<file path="config.mk">
export PLATFORM = sky130hd
export DESIGN_NAME = sram_bus_ctrl
export DESIGN_NICKNAME = d
export VERILOG_FILES = /design/src/rtl/sram_bus_ctrl_pkg.sv /design/src/rtl/sram_be_merge.sv /design/src/rtl/sram_bus_ctrl.sv
export SDC_FILE = /design/constraint.sdc
export NUM_CORES = 1
export LEC_CHECK = 0
export ABC_AREA = 1
export BUFFER_PORTS_ARGS = -buffer_cell sky130_fd_sc_hd__buf_2
export CORE_AREA = 2 2 109 111
export CTS_BUF_LIST = sky130_fd_sc_hd__clkbuf_2
export DETAILED_ROUTE_END_ITERATION = 12
export DIE_AREA = 0 0 111 113
export PLACE_DENSITY = 0.81
export SLEW_MARGIN = 20
export SYNTH_ARGS = -nofsm -noshare
export SYNTH_HDL_FRONTEND = slang
export SYNTH_SLANG_ARGS = --single-unit
</file>
<file path="constraint.sdc">
create_clock -name clk -period 2 [get_ports clk]
set_input_delay 0.1 -clock clk [delete_from_list [all_inputs] [get_ports clk]]
set_output_delay 0.1 -clock clk [all_outputs]
set_load 0.01 [all_outputs]
</file>
<file path="src/rtl/sram_bus_ctrl_pkg.sv">
// rtl/sram_bus_ctrl_pkg.sv - shared state encoding and default wait-cycle constants for sram_bus_ctrl
package sram_bus_ctrl_pkg;

    typedef enum logic [2:0] {
        IDLE,
        READ,
        RMW_RD,
        WRITE,
        DONE
    } state_t;

    localparam int unsigned CNT_W              = 3;
    localparam int unsigned DEF_RD_LATENCY     = 1;
    localparam int unsigned DEF_WR_LATENCY     = 1;
    localparam int unsigned DEF_RMW_RD_LATENCY = 1;
    localparam int unsigned DEF_RMW_WR_LATENCY = 1;

endpackage

</file>
<file path="src/rtl/sram_be_merge.sv">
// rtl/sram_be_merge.sv - per-byte merge of new write data over old SRAM data
module sram_be_merge (
    input  logic [3:0]  be,
    input  logic [31:0] new_data,
    input  logic [31:0] old_data,
    output logic [31:0] merged
);

    always_comb begin
        merged = old_data;
        for (int n = 0; n < 4; n++) begin
            if (be[n]) begin
                merged[8*n +: 8] = new_data[8*n +: 8];
            end
        end
    end

endmodule

</file>
<file path="src/rtl/sram_bus_ctrl.sv">
// rtl/sram_bus_ctrl.sv - CPU-to-async-SRAM bus controller with read-modify-write for partial writes
// Optional feature macro: POSTED_WRITE_EN (acknowledge full-word writes on entry to WRITE).
module sram_bus_ctrl
    import sram_bus_ctrl_pkg::*;
#(
    parameter int unsigned RD_LATENCY     = DEF_RD_LATENCY,
    parameter int unsigned WR_LATENCY     = DEF_WR_LATENCY,
    parameter int unsigned RMW_RD_LATENCY = DEF_RMW_RD_LATENCY,
    parameter int unsigned RMW_WR_LATENCY = DEF_RMW_WR_LATENCY
) (
    input  logic        clk,
    input  logic        rst_b,
    input  logic        sel,
    input  logic        io_rd,
    input  logic        io_wr,
    input  logic [18:0] io_a,
    input  logic [3:0]  io_be,
    input  logic [31:0] io_di,
    output logic [31:0] io_q,
    output logic        io_ready,
    output logic        ram_cs,
    output logic        ram_oe,
    output logic        ram_wr,
    output logic        ram_ub_b,
    output logic        ram_lb_b,
    output logic [18:0] ram_addr,
    output logic [31:0] ram_dout,
    output logic        ram_doe,
    input  logic [31:0] ram_din
);

    state_t             state, state_d;
    logic [CNT_W-1:0]   cnt, cnt_d;
    logic [31:0]        io_q_d, dout_d, di_q, di_d, merged;
    logic [3:0]         be_q, be_d;
    logic [18:0]        addr_d;
    logic               ready_d, cs_d, oe_d, wr_d, ub_d, lb_d, doe_d;
`ifdef POSTED_WRITE_EN
    logic               posted_q, posted_d;
`endif

    // Write data and enables are latched at accept so a dropped request still merges correctly.
    sram_be_merge u_merge (
        .be       (be_q),
        .new_data (di_q),
        .old_data (ram_din),
        .merged   (merged)
    );

    always_comb begin
        state_d = state;
        cnt_d   = cnt;
        io_q_d  = io_q;
        ready_d = 1'b0;
        cs_d    = ram_cs;
        oe_d    = ram_oe;
        wr_d    = ram_wr;
        ub_d    = ram_ub_b;
        lb_d    = ram_lb_b;
        addr_d  = ram_addr;
        dout_d  = ram_dout;
        doe_d   = ram_doe;
        di_d    = di_q;
        be_d    = be_q;
`ifdef POSTED_WRITE_EN
        posted_d = posted_q;
`endif
        case (state)
            IDLE: begin
                cs_d  = 1'b1;
                oe_d  = 1'b1;
                wr_d  = 1'b1;
                doe_d = 1'b0;
                if (sel && (io_rd || io_wr)) begin
                    addr_d = io_a;
                    ub_d   = 1'b0;
                    lb_d   = 1'b0;
                    cs_d   = 1'b0;
                    di_d   = io_di;
                    be_d   = io_be;
                    if (io_rd || io_be != 4'b1111) begin
                        oe_d    = 1'b0;
                        state_d = io_rd ? READ : RMW_RD;
                        cnt_d   = io_rd ? CNT_W'(RD_LATENCY) : CNT_W'(RMW_RD_LATENCY);
                    end else begin
                        wr_d    = 1'b0;
                        doe_d   = 1'b1;
                        dout_d  = io_di;
                        state_d = WRITE;
                        cnt_d   = CNT_W'(WR_LATENCY);
`ifdef POSTED_WRITE_EN
                        ready_d  = 1'b1;
                        posted_d = 1'b1;
`endif
                    end
                end
            end
            READ: begin
                if (cnt != '0) begin
                    cnt_d = cnt - 1'b1;
                end else begin
                    io_q_d  = ram_din;
                    cs_d    = 1'b1;
                    oe_d    = 1'b1;
                    wr_d    = 1'b1;
                    ub_d    = 1'b1;
                    lb_d    = 1'b1;
                    ready_d = 1'b1;
                    state_d = DONE;
                end
            end
            RMW_RD: begin
                if (cnt != '0) begin
                    cnt_d = cnt - 1'b1;
                end else begin
                    dout_d  = merged;
                    cs_d    = 1'b0;
                    oe_d    = 1'b1;
                    wr_d    = 1'b0;
                    doe_d   = 1'b1;
                    cnt_d   = CNT_W'(RMW_WR_LATENCY);
                    state_d = WRITE;
`ifdef POSTED_WRITE_EN
                    posted_d = 1'b0;
`endif
                end
            end
            WRITE: begin
                if (cnt != '0) begin
                    cnt_d = cnt - 1'b1;
                end else begin
                    cs_d    = 1'b1;
                    oe_d    = 1'b1;
                    wr_d    = 1'b1;
                    ub_d    = 1'b1;
                    lb_d    = 1'b1;
                    doe_d   = 1'b0;
                    state_d = DONE;
`ifdef POSTED_WRITE_EN
                    ready_d = !posted_q;
`else
                    ready_d = 1'b1;
`endif
                end
            end
            DONE: begin
                state_d = IDLE;
            end
            default: begin
                state_d = IDLE;
            end
        endcase
    end

    always_ff @(posedge clk) begin
        if (!rst_b) begin
            state    <= IDLE;
            cnt      <= '0;
            io_q     <= '0;
            io_ready <= 1'b0;
            ram_cs   <= 1'b1;
            ram_oe   <= 1'b1;
            ram_wr   <= 1'b1;
            ram_ub_b <= 1'b1;
            ram_lb_b <= 1'b1;
            ram_addr <= '0;
            ram_dout <= '0;
            ram_doe  <= 1'b0;
            di_q     <= '0;
            be_q     <= '0;
`ifdef POSTED_WRITE_EN
            posted_q <= 1'b0;
`endif
        end else begin
            state    <= state_d;
            cnt      <= cnt_d;
            io_q     <= io_q_d;
            io_ready <= ready_d;
            ram_cs   <= cs_d;
            ram_oe   <= oe_d;
            ram_wr   <= wr_d;
            ram_ub_b <= ub_d;
            ram_lb_b <= lb_d;
            ram_addr <= addr_d;
            ram_dout <= dout_d;
            ram_doe  <= doe_d;
            di_q     <= di_d;
            be_q     <= be_d;
`ifdef POSTED_WRITE_EN
            posted_q <= posted_d;
`endif
        end
    end

endmodule

</file>
After elaboration in Yosys (flattened, before gate mapping). Cells that the tools add are included.

Bits in writable memories: 0. Memories kept: 0. Output and inout port bits: 90. Bits in latches: 0. Word-level logic and storage cells: 81. Input port bits: 92. Register bits after elaboration: 131. Bits in read-only memories: 0.

Bitwise gates (word level): 1. $mul: 0. Magnitude comparators: 0. Add/subtract/negate cells: 1. Muxes and demuxes: 33. Equality and inequality tests: 11. Reductions and logical operators: 22. Div/mod/pow operators: 0. Shift-type cells: 0.

Operators with widths (count): $mux 32 (3); $pmux 32 s2 (1); $mux 8 (4); $mux 3 (6); $pmux 3 s3 (2); $reduce_and 3->1 (5); $ne 2x2->1 const B (6); $mux 1 (10); $pmux 1 s3 (3); $reduce_bool 3->1 (3); $reduce_and 2->1 (4); $eq 3x2->1 const B (2); $reduce_bool 2->1 (3); $mux 2 (2); $ne 4x4->1 const B (1); $pmux 1 s2 (2); $reduce_and 4->1 (1); $eq 3x1->1 const B (1); $logic_not 3->1 (1); $reduce_or 3->1 (1); $sub 3x1->3 const B (1); $logic_or 1x1->1 (2); $ne 2x1->1 const B (1); $reduce_or 2->1 (1); 2 further kinds (2).

Logic depth before layout (Yosys ltp).
Depth in word-level cells: 5. Depth in mapped cells: 11. Mapped depth without buffers: 11.

Cells and area by module. A second synthesis with hierarchy kept.

Cell total of the unflattened synthesis: 893. Area, all modules: 5769.3 um2.

By module, submodules not included: sram_bus_ctrl (area each 5348.9 um2, instances 1, seq. area each 2622.5 um2, cells each 789); sram_be_merge (area each 420.4 um2, instances 1, seq. area each 0.0 um2, cells each 104).

Worst setup path after synthesis. No wires, ideal clock.

Kind: register to register. Start point: register cnt[0]. End point: register ram_dout[0]. Slack: 0.461 ns. Data required time: 1.936 ns. Path buffers: 1. Clock period less this slack: 1.539 ns. Cell stages (with the launch flop): 12. Library setup time: 0.064 ns. Data arrival time: 1.475 ns. Cells stage by stage: dfxtp_1 inv_1 ha_1 inv_1 nor2_1 inv_1 nand2_1 nand2_2 nor2_4 buf_6 nor2_1 nor2_1.

Longest elaborated chain between the ends: 3.

RTL lines: from (decl) (RTL line sram_bus_ctrl.sv:33) `logic [CNT_W-1:0] cnt, cnt_d;`; from (signal assigned) (RTL line sram_bus_ctrl.sv:176) `cnt <= cnt_d;`; $reduce_bool 3->1 (RTL line sram_bus_ctrl.sv:113) `if (cnt != '0) begin`; $ne 2x2->1 (no line); $reduce_and 4->1 (no line); to (signal assigned) (RTL line sram_bus_ctrl.sv:185) `ram_dout <= dout_d;`; to (decl) (RTL line sram_bus_ctrl.sv:27) `output logic [31:0] ram_dout,`.

Every way passes these cells. A chain may end at the register's enable or synchronous reset.

Worst setup path in the final report.
Start point: input port io_rd. End point: register di_q[26].

Longest elaborated chain between the ends: 3.

RTL lines: from (decl) (RTL line sram_bus_ctrl.sv:14) `input logic io_rd,`; $logic_or 1x1->1 (RTL line sram_bus_ctrl.sv:74) `if (sel && (io_rd || io_wr)) begin`; $logic_and 1x1->1 (RTL line sram_bus_ctrl.sv:74); $reduce_and 2->1 (no line); to (signal assigned) (RTL line sram_bus_ctrl.sv:187) `di_q <= di_d;`; to (decl) (RTL line sram_bus_ctrl.sv:34) `logic [31:0] io_q_d, dout_d, di_q, di_d, merged;`.

Every way passes these cells.

==> metrics.md <==
| Metric | Value |
|---|---|
| Outcome | finished clean |
| Post-placement cell area | 6860 sq um |
| Post-Layout Cell Count | 1323 |
| Critical path type | in2reg |
| Final instance area | 8000 sq um |
| # port buffers | 181 |
| CTS max path bufs | 2 |
| Commonest cells in the netlist | nand2_1 (261), nor2_1 (249), dfxtp_1 (131) |
| Die height | 113 um |
| Detail Placement HPWL | 11000 um |
| Yosys warnings | 0 |
| Clock Skew | 24.8 ps |
| GR Util All Layers | 29.6% |
| Tcrit/Tclk final | 92.7% |
| Area occupied by multi-input gates | 2760 sq um |
| Vias | 6560 |
| Max_slew headroom | 63.4% |
| Yosys cell types | 23 |
| Total core area | 11300 sq um |
| Syn_area_per_cell | 6.49 sq um |
| Slowest-stage cell, CP | dlygate4sd3_1 |
| Worst-Skew Late Latency | 700 ps |
| H-tree depth | 4 |
| Syn nets | 1001 |
| Register area share after synthesis | 44.5% |
| Crit path max fanout | 51 |
| Top cell type's share of synthesized area | 44.5% |
| Drt drc | 0 |
| DIE WIDTH | 111 um |
| #FFs+latches synth | 131 |
| Cell family with most CP delay | buffers and inverters |
| PwrDens | 1210 nW/um^2 |
| Via density | 4.96 |
| Final design utilization | 71.0% |
| Reg-to-reg critical path startpoint | state[2] |
| Share of cells above drive strength 1 | 20.4% |
| Clock transition at the registers of the reported paths | 180 ps |
| Hold Crit Start | io_a[6] |
| Die area | 12500 sq um |
| Tmin final | 1850 ps |
| EDFF count, synth | 0 |
| RSZ-0062 raised after global routing | no |
| CTS buffer count | 17 |
| Worst vdd ir | 0.000726 V |
| Num rows | 39 |
| Biggest cell delay along the critical path | 570 ps |
| Synth top area cells | dfxtp_1 (45%), nand2_1 (17%), nor2_1 (16%), o21ai_0 (7.6%), inv_1 (3.4%) |
| Worst Setup Start Kind | input port |
| Lkg Pwr | 4.29 nW |
| Share of synthesized registers carrying an async set or reset | 0% |
| Max-Cap Viols | 0 |
| Initial DRT Pass Iterations | 5 |
| Area added between synthesis and finish | 35.8% |
| Post-synth top area cell | dfxtp_1 |
| R2R depth | 7 |
| First-pass GRT wire length | 30100 um |
| TNS Setup | 0 ps |
| WL/cell | 13.7 um |
| WP buf/inv | 5 |
| Antenna-violating nets left | 0 |
| Largest net degree at the start of global routing | 58 |
| Gpl congestion | 0.865 |
| Initial antenna violation count | 1 |
| Critical Path RT | 2620 ps |
| Vias in the first global route | 6420 |
| Hold Path Class | in2reg |
| Most common cell in the synthesized netlist | nand2_1 |
| Syn Std Cell Area | 5890 sq um |
| Critical Path AT | 2470 ps |
| Aggregate global routing overflow | 0 |
| Worst R2R Setup Slack | 170 ps |
| Routed wire length | 18200 um |
| Fillers | 902 |
| Hold endpoint | ram_addr[6] |
| Clock sinks | 131 |
| CTS Root Cell | clkbuf_2 |
| Crit path capture type | flop |
| Synth Flop Type | dfxtp_1 |
| Placed insts | 1198 |
| Synth Instances | 907 |
| Hold Crit Depth | 4 |
| Register Area | 2620 sq um |
| CP cell instances | dlygate4sd3_1 > buf_2 > o21ai_0 > dlygate4sd3_1 > buf_4 > nor2_4 > buf_4 > o21ai_0 > nor2_1 |
| Number of I/O pins | 182 |
| Final hold violations | 0 |
| Tightest Pin Transition | 549 ps |
| Peak Freq | 0.540 GHz |
| Final setup fails | 0 |
| Initial Util | 52.2% |
| Nets | 1260 |
| CTS tree | yes |
| 1st-iter DRT viols | 501 |
| RR Endpoint | ram_dout[27] |
| Pins Over Slew Limit | 0 |
| CP Depth | 9 |
[per-layer routing]
metal	share of wire [%]	wire, um	GRT usage, %	vias up
met5	0	0	0	-
met2	46	8430	48.6	295
met1	41	7500	35.8	2899
li1	-	-	-	3305
met4	4.1	736	15.3	0
met3	8.2	1490	8.09	61
[cells in the final DEF (no fill, tap or decap), types with 17 or more instances in the layout]
cell type      instances
clkbuf_2              18
nand2_1              261
nor2_1               248
inv_1                 54
o21ai_0               89
dlygate4sd3_1         92
buf_2                180
nand3_1               36
buf_4                 17
dfxtp_1              131
[logic make-up after synthesis]
group / share of synthesized area, %
DFF: 44.5
and+or+nand+nor: 37.5
adders and majority gates: 0.425
AOI/OAI and AO/OA: 8.94
buffers and inverters: 8.58
[worst max path at each step]
| stage | start | end | slack, ps |
|---|---|---|---|
| after floorplan | cnt[0] | ram_dout[0] | 460 |
| after global placement | state[2] | ram_dout[9] | 230 |
| after detailed placement | cnt[0] | io_q[6] | 140 |
| after CTS | cnt[0] | io_q[6] | 130 |
| after global routing | state[2] | ram_dout[11] | 20 |
| final | io_rd | di_q[26] | 150 |
[where the power goes]
| group | internal (mW) | switching (mW) |
|---|---|---|
| Combinational | 1.59 | 2.80 |
| Sequential | 3.36 | 0.448 |
| Clock | 0.543 | 0.960 |
[what timing repair did]
| item | in CTS | in global routing |
|---|---|---|
| gates resized for setup | 0 | 3 |
| hold buffers | 92 | 0 |
| setup buffers | 0 | 0 |
| setup endpoints to repair | 0 | 54 |
| hold endpoints to repair | 131 | 0 |
[flip-flops by register name, summed over array words and instances (netlist names)]
signal    cells
ram_wr        1
di_q         32
io_ready      1
be_q          4
ram_dout     32
ram_cs        1
ram_lb_b      1
state         3
io_q         32
ram_oe        1
ram_doe       1
ram_addr     19
cnt           3
[metrics by stage]
step	total power [mW]	hold slack [ps]	setup slack, ps
6_report	9.71	154	147
5_1_grt	10.5	123	22.7
4_1_cts	9.63	89.1	129
3_5_place_dp	8.00	329	141
3_3_place_gp	7.92	320	228
2_1_floorplan	6.74	235	461
[final cells by class]
cell class                      count  area share, %
Inverter                           61           2.89
Antenna cell                        1         0.0313
Multi-Input combinational cell    664           34.6
Clock inverter                     14           1.50
Clock buffer                       18           1.13
Sequential cell                   131           32.8
Tap cell                          143           2.24
Timing Repair Buffer              291           24.9
[worst min-delay path, stage by stage]
cell and delay [ps]:
dlygate4sd3_1 520, buf_2 100, nor2_1 30, nor2_1 80
Power figures use the tool's default switching activity.
